`config.mk`:
```
export PLATFORM = sky130hd
export DESIGN_NAME = imem_loader_flat
export DESIGN_NICKNAME = d
export VERILOG_FILES = /design/src/rtl/imem_loader_if.sv /design/src/rtl/imem_loader.sv /design/src/flat_wrapper.sv
export SDC_FILE = /design/constraint.sdc
export NUM_CORES = 1
export LEC_CHECK = 0
export CAP_MARGIN = 20
export CORE_MARGIN = 3
export CORE_UTILIZATION = 48
export DETAILED_ROUTE_END_ITERATION = 12
export GPL_TIMING_DRIVEN = 1
export PLACE_DENSITY = 0.76
export SLEW_MARGIN = 30
export SYNTH_ARGS = -nofsm -noshare
export SYNTH_HDL_FRONTEND = slang
export SYNTH_SLANG_ARGS = --single-unit
```
`constraint.sdc`:
```
create_clock -name i_clk -period 2.1 [get_ports i_clk]
set_input_delay 0.42 -clock i_clk [delete_from_list [all_inputs] [get_ports i_clk]]
set_output_delay 0.42 -clock i_clk [all_outputs]
set_load 0.01 [all_outputs]
```
`src/rtl/imem_loader_if.sv`:
```
// rtl/imem_loader_if.sv - byte-stream input, instruction-memory write port and core-control bundle
// master: byte source / observer side; slave: the loader.
interface imem_loader_if;
  logic        in_valid;
  logic [7:0]  in_data;
  logic        in_ready;
  logic        mem_we;
  logic [31:0] mem_addr;
  logic [31:0] mem_wdata;
  logic        cpu_reset;
  logic        done;
  logic        err;

  modport master (
    output in_valid, in_data,
    input  in_ready, mem_we, mem_addr, mem_wdata, cpu_reset, done, err
  );

  modport slave (
    input  in_valid, in_data,
    output in_ready, mem_we, mem_addr, mem_wdata, cpu_reset, done, err
  );
endinterface

```
`src/rtl/imem_loader.sv`:
```
// rtl/imem_loader.sv - boot-time loader: byte stream to little-endian words written into instruction memory
// Holds the core in reset for the whole load and releases it RST_HOLD cycles after the last write.
module imem_loader #(
  parameter int          DEPTH     = 256,
  parameter logic [31:0] BASE_ADDR = 32'h0000_0000,
  parameter int          RST_HOLD  = 2
) (
  input  logic         i_clk,
  input  logic         i_rst,
  imem_loader_if.slave bus
);
  localparam int                HOLD_W    = (RST_HOLD < 1) ? 1 : $clog2(RST_HOLD + 1);
  localparam logic [HOLD_W-1:0] HOLD_LAST = HOLD_W'(RST_HOLD);
  localparam logic [16:0]       DEPTH_L   = 17'(DEPTH);

  typedef enum logic [2:0] {
    S_HDR0    = 3'd0,
    S_HDR1    = 3'd1,
    S_DATA    = 3'd2,
    S_RELEASE = 3'd3,
    S_DONE    = 3'd4,
    S_ERR     = 3'd5
  } state_t;

  state_t              r_state;
  state_t              w_next;
  logic [15:0]         r_count;
  logic [15:0]         r_idx;
  logic [1:0]          r_byte_cnt;
  logic [23:0]         r_word;
  logic [HOLD_W-1:0]   r_hold;
  logic                r_mem_we;
  logic [31:0]         r_mem_addr;
  logic [31:0]         r_mem_wdata;

  logic                w_in_ready;
  logic                w_cpu_reset;
  logic                w_done;
  logic                w_err;
  logic                w_accept;
  logic                w_last_byte;
  logic                w_last_word;
  logic [15:0]         w_hdr_count;

  assign w_accept    = bus.in_valid && w_in_ready;
  assign w_hdr_count = {bus.in_data, r_count[7:0]};
  assign w_last_byte = (r_byte_cnt == 2'd3);
  assign w_last_word = (r_idx == (r_count - 16'd1));

  always_ff @(posedge i_clk) begin
    if (i_rst) begin
      r_state <= S_HDR0;
    end else begin
      r_state <= w_next;
    end
  end

  always_comb begin
    w_next = r_state;
    case (r_state)
      S_HDR0: begin
        if (w_accept) w_next = S_HDR1;
      end
      S_HDR1: begin
        if (w_accept) begin
          if (w_hdr_count == 16'd0) begin
            w_next = S_RELEASE;
          end else if ({1'b0, w_hdr_count} > DEPTH_L) begin
            w_next = S_ERR;
          end else begin
            w_next = S_DATA;
          end
        end
      end
      S_DATA: begin
        if (w_accept && w_last_byte && w_last_word) w_next = S_RELEASE;
      end
      S_RELEASE: begin
        if (r_hold == HOLD_LAST) w_next = S_DONE;
      end
      default: w_next = r_state;
    endcase
  end

  always_comb begin
    w_in_ready  = 1'b0;
    w_cpu_reset = 1'b1;
    w_done      = 1'b0;
    w_err       = 1'b0;
    case (r_state)
      S_HDR0, S_HDR1, S_DATA: w_in_ready = 1'b1;
      S_DONE: begin
        w_cpu_reset = 1'b0;
        w_done      = 1'b1;
      end
      S_ERR:   w_err = 1'b1;
      default: w_in_ready = 1'b0;
    endcase
  end

  // Bytes arrive LSB first; shifting in from the top leaves {b2,b1,b0} ready for the 4th byte.
  always_ff @(posedge i_clk) begin
    if (i_rst) begin
      r_count     <= 16'd0;
      r_idx       <= 16'd0;
      r_byte_cnt  <= 2'd0;
      r_word      <= 24'd0;
      r_hold      <= '0;
      r_mem_we    <= 1'b0;
      r_mem_addr  <= BASE_ADDR;
      r_mem_wdata <= 32'd0;
    end else begin
      r_mem_we <= 1'b0;
      if ((r_state == S_HDR0) && w_accept) begin
        r_count[7:0] <= bus.in_data;
      end
      if ((r_state == S_HDR1) && w_accept) begin
        r_count[15:8] <= bus.in_data;
      end
      if ((r_state == S_DATA) && w_accept) begin
        if (w_last_byte) begin
          r_mem_we    <= 1'b1;
          r_mem_addr  <= BASE_ADDR + {14'd0, r_idx, 2'b00};
          r_mem_wdata <= {bus.in_data, r_word};
          r_idx       <= r_idx + 16'd1;
          r_byte_cnt  <= 2'd0;
        end else begin
          r_word     <= {bus.in_data, r_word[23:8]};
          r_byte_cnt <= r_byte_cnt + 2'd1;
        end
      end
      if ((r_state == S_RELEASE) && (r_hold != HOLD_LAST)) begin
        r_hold <= r_hold + 1'b1;
      end
    end
  end

  assign bus.in_ready  = w_in_ready;
  assign bus.cpu_reset = w_cpu_reset;
  assign bus.done      = w_done;
  assign bus.err       = w_err;
  assign bus.mem_we    = r_mem_we;
  assign bus.mem_addr  = r_mem_addr;
  assign bus.mem_wdata = r_mem_wdata;
endmodule

```
`src/flat_wrapper.sv`:
```
// flat-port wrapper written by rule: the top's interface ports become plain ports
module imem_loader_flat 
#(
  parameter int          DEPTH     = 256,
  parameter logic [31:0] BASE_ADDR = 32'h0000_0000,
  parameter int          RST_HOLD  = 2
)
  (i_clk, i_rst, bus_in_valid, bus_in_data, bus_in_ready, bus_mem_we, bus_mem_addr, bus_mem_wdata, bus_cpu_reset, bus_done, bus_err);
  imem_loader_if bus_i ();
  input  logic i_clk;
  input  logic i_rst;
  input wire logic [$bits(bus_i.in_valid)-1:0] bus_in_valid;
  input wire logic [$bits(bus_i.in_data)-1:0] bus_in_data;
  output wire logic [$bits(bus_i.in_ready)-1:0] bus_in_ready;
  output wire logic [$bits(bus_i.mem_we)-1:0] bus_mem_we;
  output wire logic [$bits(bus_i.mem_addr)-1:0] bus_mem_addr;
  output wire logic [$bits(bus_i.mem_wdata)-1:0] bus_mem_wdata;
  output wire logic [$bits(bus_i.cpu_reset)-1:0] bus_cpu_reset;
  output wire logic [$bits(bus_i.done)-1:0] bus_done;
  output wire logic [$bits(bus_i.err)-1:0] bus_err;
  assign bus_i.in_valid = bus_in_valid;
  assign bus_i.in_data = bus_in_data;
  assign bus_in_ready = bus_i.in_ready;
  assign bus_mem_we = bus_i.mem_we;
  assign bus_mem_addr = bus_i.mem_addr;
  assign bus_mem_wdata = bus_i.mem_wdata;
  assign bus_cpu_reset = bus_i.cpu_reset;
  assign bus_done = bus_i.done;
  assign bus_err = bus_i.err;
  imem_loader #(.DEPTH(DEPTH), .BASE_ADDR(BASE_ADDR), .RST_HOLD(RST_HOLD)) u_core (.i_clk(i_clk), .i_rst(i_rst), .bus(bus_i));
endmodule
```
After elaboration in Yosys (flattened, before gate mapping)
Index checks and enable logic that the tools add are counted.
- flip-flop bits (word level): 112
- input bits: 11
- output and inout bits: 69
- word-level logic and storage cells: 58
- add/sub/neg operators: 4
- magnitude comparators: 1
- equal/unequal tests: 13
- mux-type cells: 13
- bitwise gates (word level): 2
- reduce and logical (&&, ||, !) cells: 15
- operators with widths (kind ; number):
    3-bit two-way mux ; 6
    16-bit by 1-bit adder with 16-bit output (second input constant) ; 1
    16-bit equality test ; 1
    16-bit by 9-bit > comparator with 1-bit output (second input constant) ; 1
    16-bit logical NOT ; 1
    16-bit by 1-bit subtractor with 16-bit output (second input constant) ; 1
    3-bit case mux with 4 select lines ; 1
    2-bit by 1-bit inequality test with 1-bit output (second input constant) ; 4
    1-bit logical AND ; 7
    3-bit by 2-bit equality test with 1-bit output (second input constant) ; 2
    3-bit equality test (second input constant) ; 2
    1-bit two-way mux ; 5
    5-bit AND reduction ; 1
    2-bit by 1-bit adder with 2-bit output (second input constant) ; 2
    2-bit equality test (second input constant) ; 2
    2-bit AND reduction ; 2
    4-bit nonzero test ; 1
    3-bit by 1-bit equality test with 1-bit output (second input constant) ; 1
    3-bit logical NOT ; 1
    3-bit OR reduction ; 1
    2-bit two-way mux ; 1
    2-bit inequality test (second input constant) ; 1
    1-bit inverter ; 2
    2-bit OR reduction ; 1

Longest topological paths before layout
Gate-level depths: netlist of run 1.
- word-level depth: 8
- depth in mapped cells: 9
- gate-level depth less buffers: 7

Worst setup path after synthesis of run 1
No wires, ideal clock.
- kind: reg-to-reg
- start: register u_core.r_count[0]
- end: register u_core.r_state[0]
- setup time: 96 ps
- arrival: 1890 ps
- setup slack: 114 ps
- cell stages (with the launch flop): 9
- cell sequence: dfxtp_1 clkbuf_2 inv_1 ha_1 or4b_1 or3_1 a41oi_1 o221ai_1 o41ai_2
- word-level cells in the longest chain between the ends: 5
- elaborated cells between the ends (all ways): 11
- classes of those cells: 1 x add/sub; 1 x order compare; 2 x eq/ne; 4 x mux; 3 x reduce/logical
- RTL lines (item ; RTL line ; text):
    from (decl) ; imem_loader.sv:27 ; logic [15:0] r_count;
    from (signal assigned) ; imem_loader.sv:115 ; r_count[7:0] <= bus.in_data;
    16-bit by 1-bit subtractor with 16-bit output or 16-bit by 9-bit > comparator with 1-bit output (tied branches) ; imem_loader.sv:48, imem_loader.sv:68 ;
    16-bit equality test or 3-bit two-way mux (tied branches) ; imem_loader.sv:48, imem_loader.sv:68 ;
    1-bit logical AND or 3-bit two-way mux (tied branches) ; imem_loader.sv:76, imem_loader.sv:66 ;
    2-bit by 1-bit inequality test with 1-bit output (no line) or 3-bit two-way mux (tied branches) ; n/a ;
    5-bit AND reduction (no line) or 3-bit case mux with 4 select lines (tied branches) ; n/a ;
    to (signal assigned) ; imem_loader.sv:54 ; r_state <= w_next;
    to (decl) ; imem_loader.sv:25 ; state_t r_state;
Several ways; a longest one is shown, not always the timed one. The select of a mux whose other input is x is not followed.
A chain may end at the register's enable or synchronous reset.

Worst setup path after layout of run 1
- start: register u_core.r_state[0]
- end: output port bus_err
- word-level cells in the longest chain between the ends: 2
- RTL lines (item ; RTL line ; text):
    3-bit equality test ; imem_loader.sv:90 ; case (r_state)
    1-bit two-way mux ; imem_loader.sv:90 ;
    to (decl) ; flat_wrapper.sv:20 ; output wire logic [$bits(bus_i.err)-1:0] bus_err;
Every way passes these cells.

==> reports/qor.yml, run 1 <==
outcome:
  status: "complete, no violations"
synth:
  synth.yosys.warnings: 0
  postSynth.topFlopCell: "dfxtp_1"
  synth.distinct_cells: 53
  synth.largest_area_cell: "dfxtp_1"
  postSynthRegisterBits: 112
  number_of_flops_mapped_to_enable_cells_by_yosys: 0
  synth.yosys.seq_area_share_pct: 45.81
  synth.area.top_cells: "dfxtp_1 (46%), nand2_1 (14%), a21oi_1 (9.5%), xnor2_1 (4.3%), buf_4 (2.6%)"
  synth-async-reset-ratio_pct: 0
  synth_area_um2: 4895
  postSynthCellCount: 621
  post_synth.cell_area_avg_um2: 7.882
  netlist.area_leader.share_pct: 45.81
cells_and_area:
  flow.area_growth_from_synthesis_pct: 21.29
  finish.instance_area_um2: 5937
  antenna_cells: 0
  finish.cell_count_without_fillers: 821
  utilization_pct: 60.19
  final_layout_size_suffix_gt1_share_pct: 8.721
  number_of_nets_in_the_layout: 698
route:
  final_antenna_net_count: 0
  drt-vias-per-instance: 5.281
  route.detailed.wl_per_inst_um: 13.97
  drt-pass1-iter-count: 5
  detail_route.drc_violations: 0
  drt_first_iter_violations: 266
  drt-total-wl_mm: 11.47
  vias: 4336
setup_path:
  timing.critical_path.cells: "inv_1 -> nor3_1 -> clkdlybuf4s50_1"
  cp_slowest_stage_delay_ns: 0.56
  worstSetupStartpointType: "register"
  worst_ep_required_time_ns: 1.68
  largest_delay_contributor_family_on_the_critical_path: "buffers and inverters"
  slowest_stage: "clkdlybuf4s50_1"
  worst-path-buf-inv: 2
  path_max_fanout: 8
  criticalPathCategory: "register to output port"
  worst-endpoint-arrival_ns: 1.65
  timing.critical_path.to_type: "output port"
pwr:
  total_leakage_power_nw: 2.057
  power_density_nw_per_um2: 668.0
  vdd_ir_drop_max_mv: 0.3983
  fin_total_pwr_w: 0.003966
timing:
  slew_violations: 0
  clock.fmax_ghz: 0.4831
  setup_repair_after_global_routing_missed_its_margin: "yes"
  post_route_clock_period_utilization_pct: 98.57
  period_needed_ns: 2.070
  setup-violations-final: 0
  worst_clock_skew_ns: 0.01483
  timing.final.ws_setup_ns: 0.03003
  hold_viol_final: 0
placement:
  port_buffers: 63
  placed_cells: 805
  gp_routability_congestion: 0.8569
  dpl.hpwl_mm: 8.190
  post-place-ws_ns: -0.2498
  placed_cell_area_um2: 5712
floorplan:
  die_w_um: 107.0
  initial_core_util_pct: 49.62
  design.core.area_um2: 9864
  fp.dieArea_um2: 11440
  die_height_um: 107.0
  io-pin-count: 80
  core.rowCount: 36
flow_run:
  max_cap_viol_count: 0
clock_tree:
  postCtsHoldBufs: 0
  clock_tree.buffer_depth: 2
  numCtsBuffers: 9
  tritoncts_clock_tree: "yes"
  cts.reportedPaths.clkPinSlew_ns: 0.12
  number_of_h_tree_levels: 3
  cts_post_setup_buffers_inserted: 0
  root_buffer: "clkbuf_8"
  cts_num_sinks: 112
  clock_latency_ns: 0.38
global_route:
  grt_pass1_wl_mm: 19.35
  initial_antenna_violation_count: 0
  global_route.overflow_total: 0
  grt_max_degree: 110
  track_usage_pct: 20.79
  first_global_vias: 4107
min_path:
  hold_path.class: "input port to register"
==> layout make-up <==
class | count | area (µm²)
fillers | 878 | 3928
multi-input cells | 453 | 2376
flip-flops and latches | 112 | 2245
repair buffers | 93 | 892.1
well taps | 133 | 166.4
clock buffers | 10 | 137.6
clock inverters | 6 | 67.56
inverters | 14 | 52.55
==> repair_timing <==
action / CTS / global route
gates resized for setup: 3 / 5
endpoints found under the setup margin: 3 / 5
pin swaps: 0 / 1
==> per-layer routing <==
metal | global-route usage [%] | up-vias | part of all wire [%]
met5 | 0 | - | 0
met4 | 5.114 | 0 | 1.1
met3 | 4.094 | 13 | 5.1
met2 | 33.81 | 133 | 47
met1 | 28.52 | 2017 | 47
li1 | - | 2173 | -
==> worst register-to-register path, stage by stage, from the launching register on <==
cell and delay [ns]:
dfxtp_1 0.32, buf_4 0.16, nor4_4 0.39, nand2_1 0.14, a211o_2 0.32, a32o_1 0.28, o41ai_2 0.35
==> cell usage in the layout, fill, tap and decap left out, types with 2 or more instances in the layout <==
cell type        synthesis  layout
nor3b_1                  3       3
clkbuf_8                 0      10
buf_12                   0       3
a21o_1                   2       2
conb_1                   1      16
dfxtp_2                  0       2
nor4b_1                  3       3
a21oi_1                 93      93
ha_1                     4       3
inv_1                   14      14
xnor2_1                 24      24
dfxtp_1                112     110
mux2i_1                  2       2
nor3_1                  11      11
a41oi_1                  2       2
nor2b_1                  3       3
nand2_1                185     185
and3_1                   4       4
nor4_1                   7       7
and2_1                   2       2
o311ai_0                 2       2
clkdlybuf4s50_1          0      60
inv_6                    0       3
nand2b_1                 2       2
nand4_1                  8       8
o21ai_0                  7       6
or3_1                    7       7
nor2_1                  27      27
nand3_1                  8       8
xor2_1                   8       8
buf_4                   17      28
nor4_4                   2       2
==> registers in the layout (all words and copies together) (netlist names) <==
name	flops
u_core.r_hold	2
u_core.bus.mem_wdata	32
u_core.r_word	24
u_core.r_byte_cnt	2
u_core.r_count	16
u_core.bus.mem_we	1
u_core.r_idx	16
u_core.r_state	3
u_core.bus.mem_addr	16
==> synth_stat cells (all sizes together) (2+ instances only) <==
master and count:
a21o 2, a21oi 93, a41oi 2, and2 2, and3 4, buf 28, clkbuf 29, dfxtp 112
ha 4, inv 14, mux2i 2, nand2 186, nand2b 2, nand3 8, nand4 8, nor2 27
nor2b 3, nor3 11, nor3b 3, nor4 9, nor4b 3, o21ai 7, o311ai 2, or3 7
xnor2 24, xor2 8
==> worst paths after layout <==
path | from | endpoint | slack, ns | cells after the start
worst max-delay path | u_core.r_state[0] | bus_err | 0.03 | 3
worst min-delay path | i_rst | u_core.r_state[1] | 0.43 | 3
worst max register to register | u_core.r_count[0] | u_core.r_state[0] | 0.05 | 6
worst min register to register | u_core.bus.mem_addr[13] | u_core.bus.mem_addr[13] | 0.46 | 2
==> kinds of logic (layout without fill, tap and decap cells) <==
group | after synthesis | count (layout) | synth area share, %
buf+inv | 71 | 123 | 7.132
other cells | 1 | 16 | 0.07661
flops | 112 | 112 | 45.81
xor+xnor | 33 | 33 | 6.186
compound gates | 117 | 117 | 13.32
simple gates | 280 | 280 | 25.82
mux | 3 | 3 | 0.6391
fa+ha+maj | 4 | 4 | 1.023
==> power by group <==
part	switching [W]	internal, W	leakage (nW)
Clock	0.000809	0.000506	0.104
Sequential	0.0000419	0.00215	0.905
Combinational	0.000254	0.000201	1.05
==> stage by stage <==
stage               hold slack (ns)  TNS (ns)
floorplan                    0.4321         0
global placement             0.4436   -0.4721
detailed placement           0.4456   -0.8701
CTS                          0.4200         0
global route                 0.4344  -0.07587
finish                       0.4292         0
Note: power is estimated with default switching activity, not from simulation.
==> run 2: changes to the inputs <==
Settings changed: CAP_MARGIN 20 to 15, HOLD_SLACK_MARGIN set to 0.02.
==> results of run 2 <==
Same layout as run 1: the final DEF is identical, and so are final timing and power.
==> RTL edit: new RTL, flow settings as in run 1 <==
`RST_HOLD` is set to 2 in 2 places; all go to 8.
--- a/src/rtl/imem_loader.sv
+++ b/src/rtl/imem_loader.sv
@@ -3,7 +3,7 @@
 module imem_loader #(
   parameter int          DEPTH     = 256,
   parameter logic [31:0] BASE_ADDR = 32'h0000_0000,
-  parameter int          RST_HOLD  = 2
+  parameter int          RST_HOLD  = 8
 ) (
   input  logic         i_clk,
   input  logic         i_rst,
--- a/src/flat_wrapper.sv
+++ b/src/flat_wrapper.sv
@@ -3,7 +3,7 @@
 #(
   parameter int          DEPTH     = 256,
   parameter logic [31:0] BASE_ADDR = 32'h0000_0000,
-  parameter int          RST_HOLD  = 2
+  parameter int          RST_HOLD  = 8
 )
   (i_clk, i_rst, bus_in_valid, bus_in_data, bus_in_ready, bus_mem_we, bus_mem_addr, bus_mem_wdata, bus_cpu_reset, bus_done, bus_err);
   imem_loader_if bus_i ();
Formal check against the unedited RTL: not equivalent (Yosys sat finds a counterexample within 10 cycles, from zero or initial values and one cycle with i_rst high).
==> RTL edit against run 1 <==
- maximum frequency hardly changed
- critical path type is now flop to flop
- critical endpoint is now u_core.r_state[0]
- largest cell class unchanged
- count of clock-buffer cells in the layout grew 8
- sequential cell count rose by 2
- die area increased by 0.53%
- area after synthesis up 0.56%
- wire length rose by 2.0%
- worst setup slack about the same
- core utilization up 5.0 points
- total power grew 35%
- hold slack got worse by 130 ps
- highest routed layer unchanged
- final area rose by 8.3%
==> RTL edit: results (changes against run 1) <==
synthArstFlopShare_pct: 0  # unchanged
largest_reg_flops: 32  # unchanged
fin_ws_ps: 30.4  # +0.324 ps
final_cells: 839  # +2.2%
vias: 4356  # +0.46%
numCtsBuffers: 17  # +8
reg2reg_from: "u_core.r_count[7]"
post-place-cells: 804  # -0.12%
yosysSeqAreaShare_pct: 46.4  # +0.56 points
grtUsageTotal_pct: 20.9  # +0.12 points
synth_common_cells: "nand2_1 (171), dfxtp_1 (114), a21oi_1 (88)"
arrival_ps: 2490  # +840 ps
htreeDepth: 4  # +1
initialDrtViolationCount: 224  # -16%
skew_ps: 9.13  # -5.70 ps
finalNetCount: 709  # +1.6%
wl_um: 11700  # +2.0%
dp_hpwl_um: 7880  # -3.8%
final_layout_size_suffix_gt1_share_pct: 12.6  # +3.9 points
reg2reg_depth: 6  # unchanged
status: "complete, no violations"
min_from: "i_rst"
grt_pass1_vias: 4168  # +1.5%
met2_usage_pct: 34.5  # +0.64 points
grt_max_degree: 85  # -23%
cts.hold.buffers_added: 0  # unchanged
p_int_uw: 4020  # +40%
vdd_drop_max_mv: 0.514  # +29%
p_leak_uw: 0.00231  # +12%
ys_warn_count: 0  # unchanged
grt_pass1_wl_um: 19200  # -0.60%
drt_first_pass_iters: 4  # -1
met3_usage_pct: 5.40  # +1.3 points
ctsLongestPathBuffers: 2  # unchanged
antenna_found_initial: 0  # unchanged
cts_root_buf: "clkbuf_8"
ys_types: 46  # -13%
setup.worst_path.class: "flop to flop"
yosys-top-cells-area: "dfxtp_1 (46%), nand2_1 (13%), a21oi_1 (8.9%), xnor2_1 (3.4%), nor2_1 (3.1%)"
rr_endpoint: "u_core.r_state[0]"
path_max_fanout: 2  # -6
n_antenna_cell: 0  # unchanged
clk_latency_ps: 520  # +140 ps
synthCells: 618  # -0.48%
met1_usage_pct: 26.0  # -2.5 points
hold_path_depth: 2  # -1
clkTransAtPathRegs_ps: 60  # -60 ps
dpl_worst_slack_ps: -239  # +10.5 ps
port_buffers: 63  # unchanged
gp_congestion: 0.855  # -0.25%
hold_path_class: "input port to flop"
-- RTL edit: per-stage QoR --
stage | utilization [%] | power [µW] | instance area, µm² | setup TNS (ps) | hold WS [ps]
final | 65.2 | 5370 | 6430 | 0 | 296
after global routing | 65.2 | 5550 | 6430 | -75.5 | 309
after CTS | 64.7 | 5370 | 6380 | 0 | 280
after detailed placement | 58.6 | 2660 | 5780 | -1010 | 447
after global placement | 58.6 | 2640 | 5780 | -527 | 441
after floorplan | - | 2550 | 4980 | 0 | 432
-- RTL edit: metal layers --
metal  vias up  wire length [µm]  share of wire (%)
met5         -                 0                  0
met4         0               120                1.0
met3        10               606                5.2
met2       109              5810                 50
met1      2066              5170                 44
li1       2171                 -                  -
-- RTL edit: cells by family after synthesis --
logic type / share of synthesized area, %
flip-flops: 46.4
AND/OR/NAND/NOR: 24.4
buffers and inverters: 6.71
AO/OA/AOI/OAI: 11.8
adder cells (fa/ha/maj): 1.27
multiplexers: 2.47
XOR/XNOR: 6.86
other: 0.0762
-- RTL edit: cell type report --
cell class                      count  area, µm²
Clock buffer                       18        428
Inverter                            8       30.0
Multi-Input combinational cell    452       2420
Tap cell                          133        166
Clock inverter                     14        145
Fill cell                         789       3430
Sequential cell                   114       2290
Timing Repair Buffer              100        953
-- RTL edit: critical path: stages, from the launching register on --
cell and delay (ps):
dfxtp_1 320, or4_4 570, nor3_4 180, a21oi_1 100, a2111oi_2 370, nand4_1 180
o31ai_1 250
-- RTL edit: worst min path at each step --
stage                                         end  slack [ps]
after CTS                      u_core.r_count[13]         280
after floorplan           u_core.bus.mem_wdata[0]         430
after global placement     u_core.bus.mem_addr[9]         440
after global routing           u_core.r_count[12]         310
after detailed placement   u_core.bus.mem_addr[7]         450
final                          u_core.r_count[13]         300
-- RTL edit: power groups by stage --
stage | Combinational, µW | Sequential [µW] | Clock (µW)
2_1_floorplan | 305 | 2250 | 0
3_3_place_gp | 388 | 2250 | 0
3_5_place_dp | 400 | 2260 | 0
4_1_cts | 417 | 2210 | 2740
5_1_grt | 484 | 2210 | 2860
6_report | 444 | 2210 | 2710
-- RTL edit: what timing repair did --
item,in CTS,in global routing
resized for setup,10,9
pin swaps,2,4
endpoints found under the setup margin,6,3
setup buffers,1,2
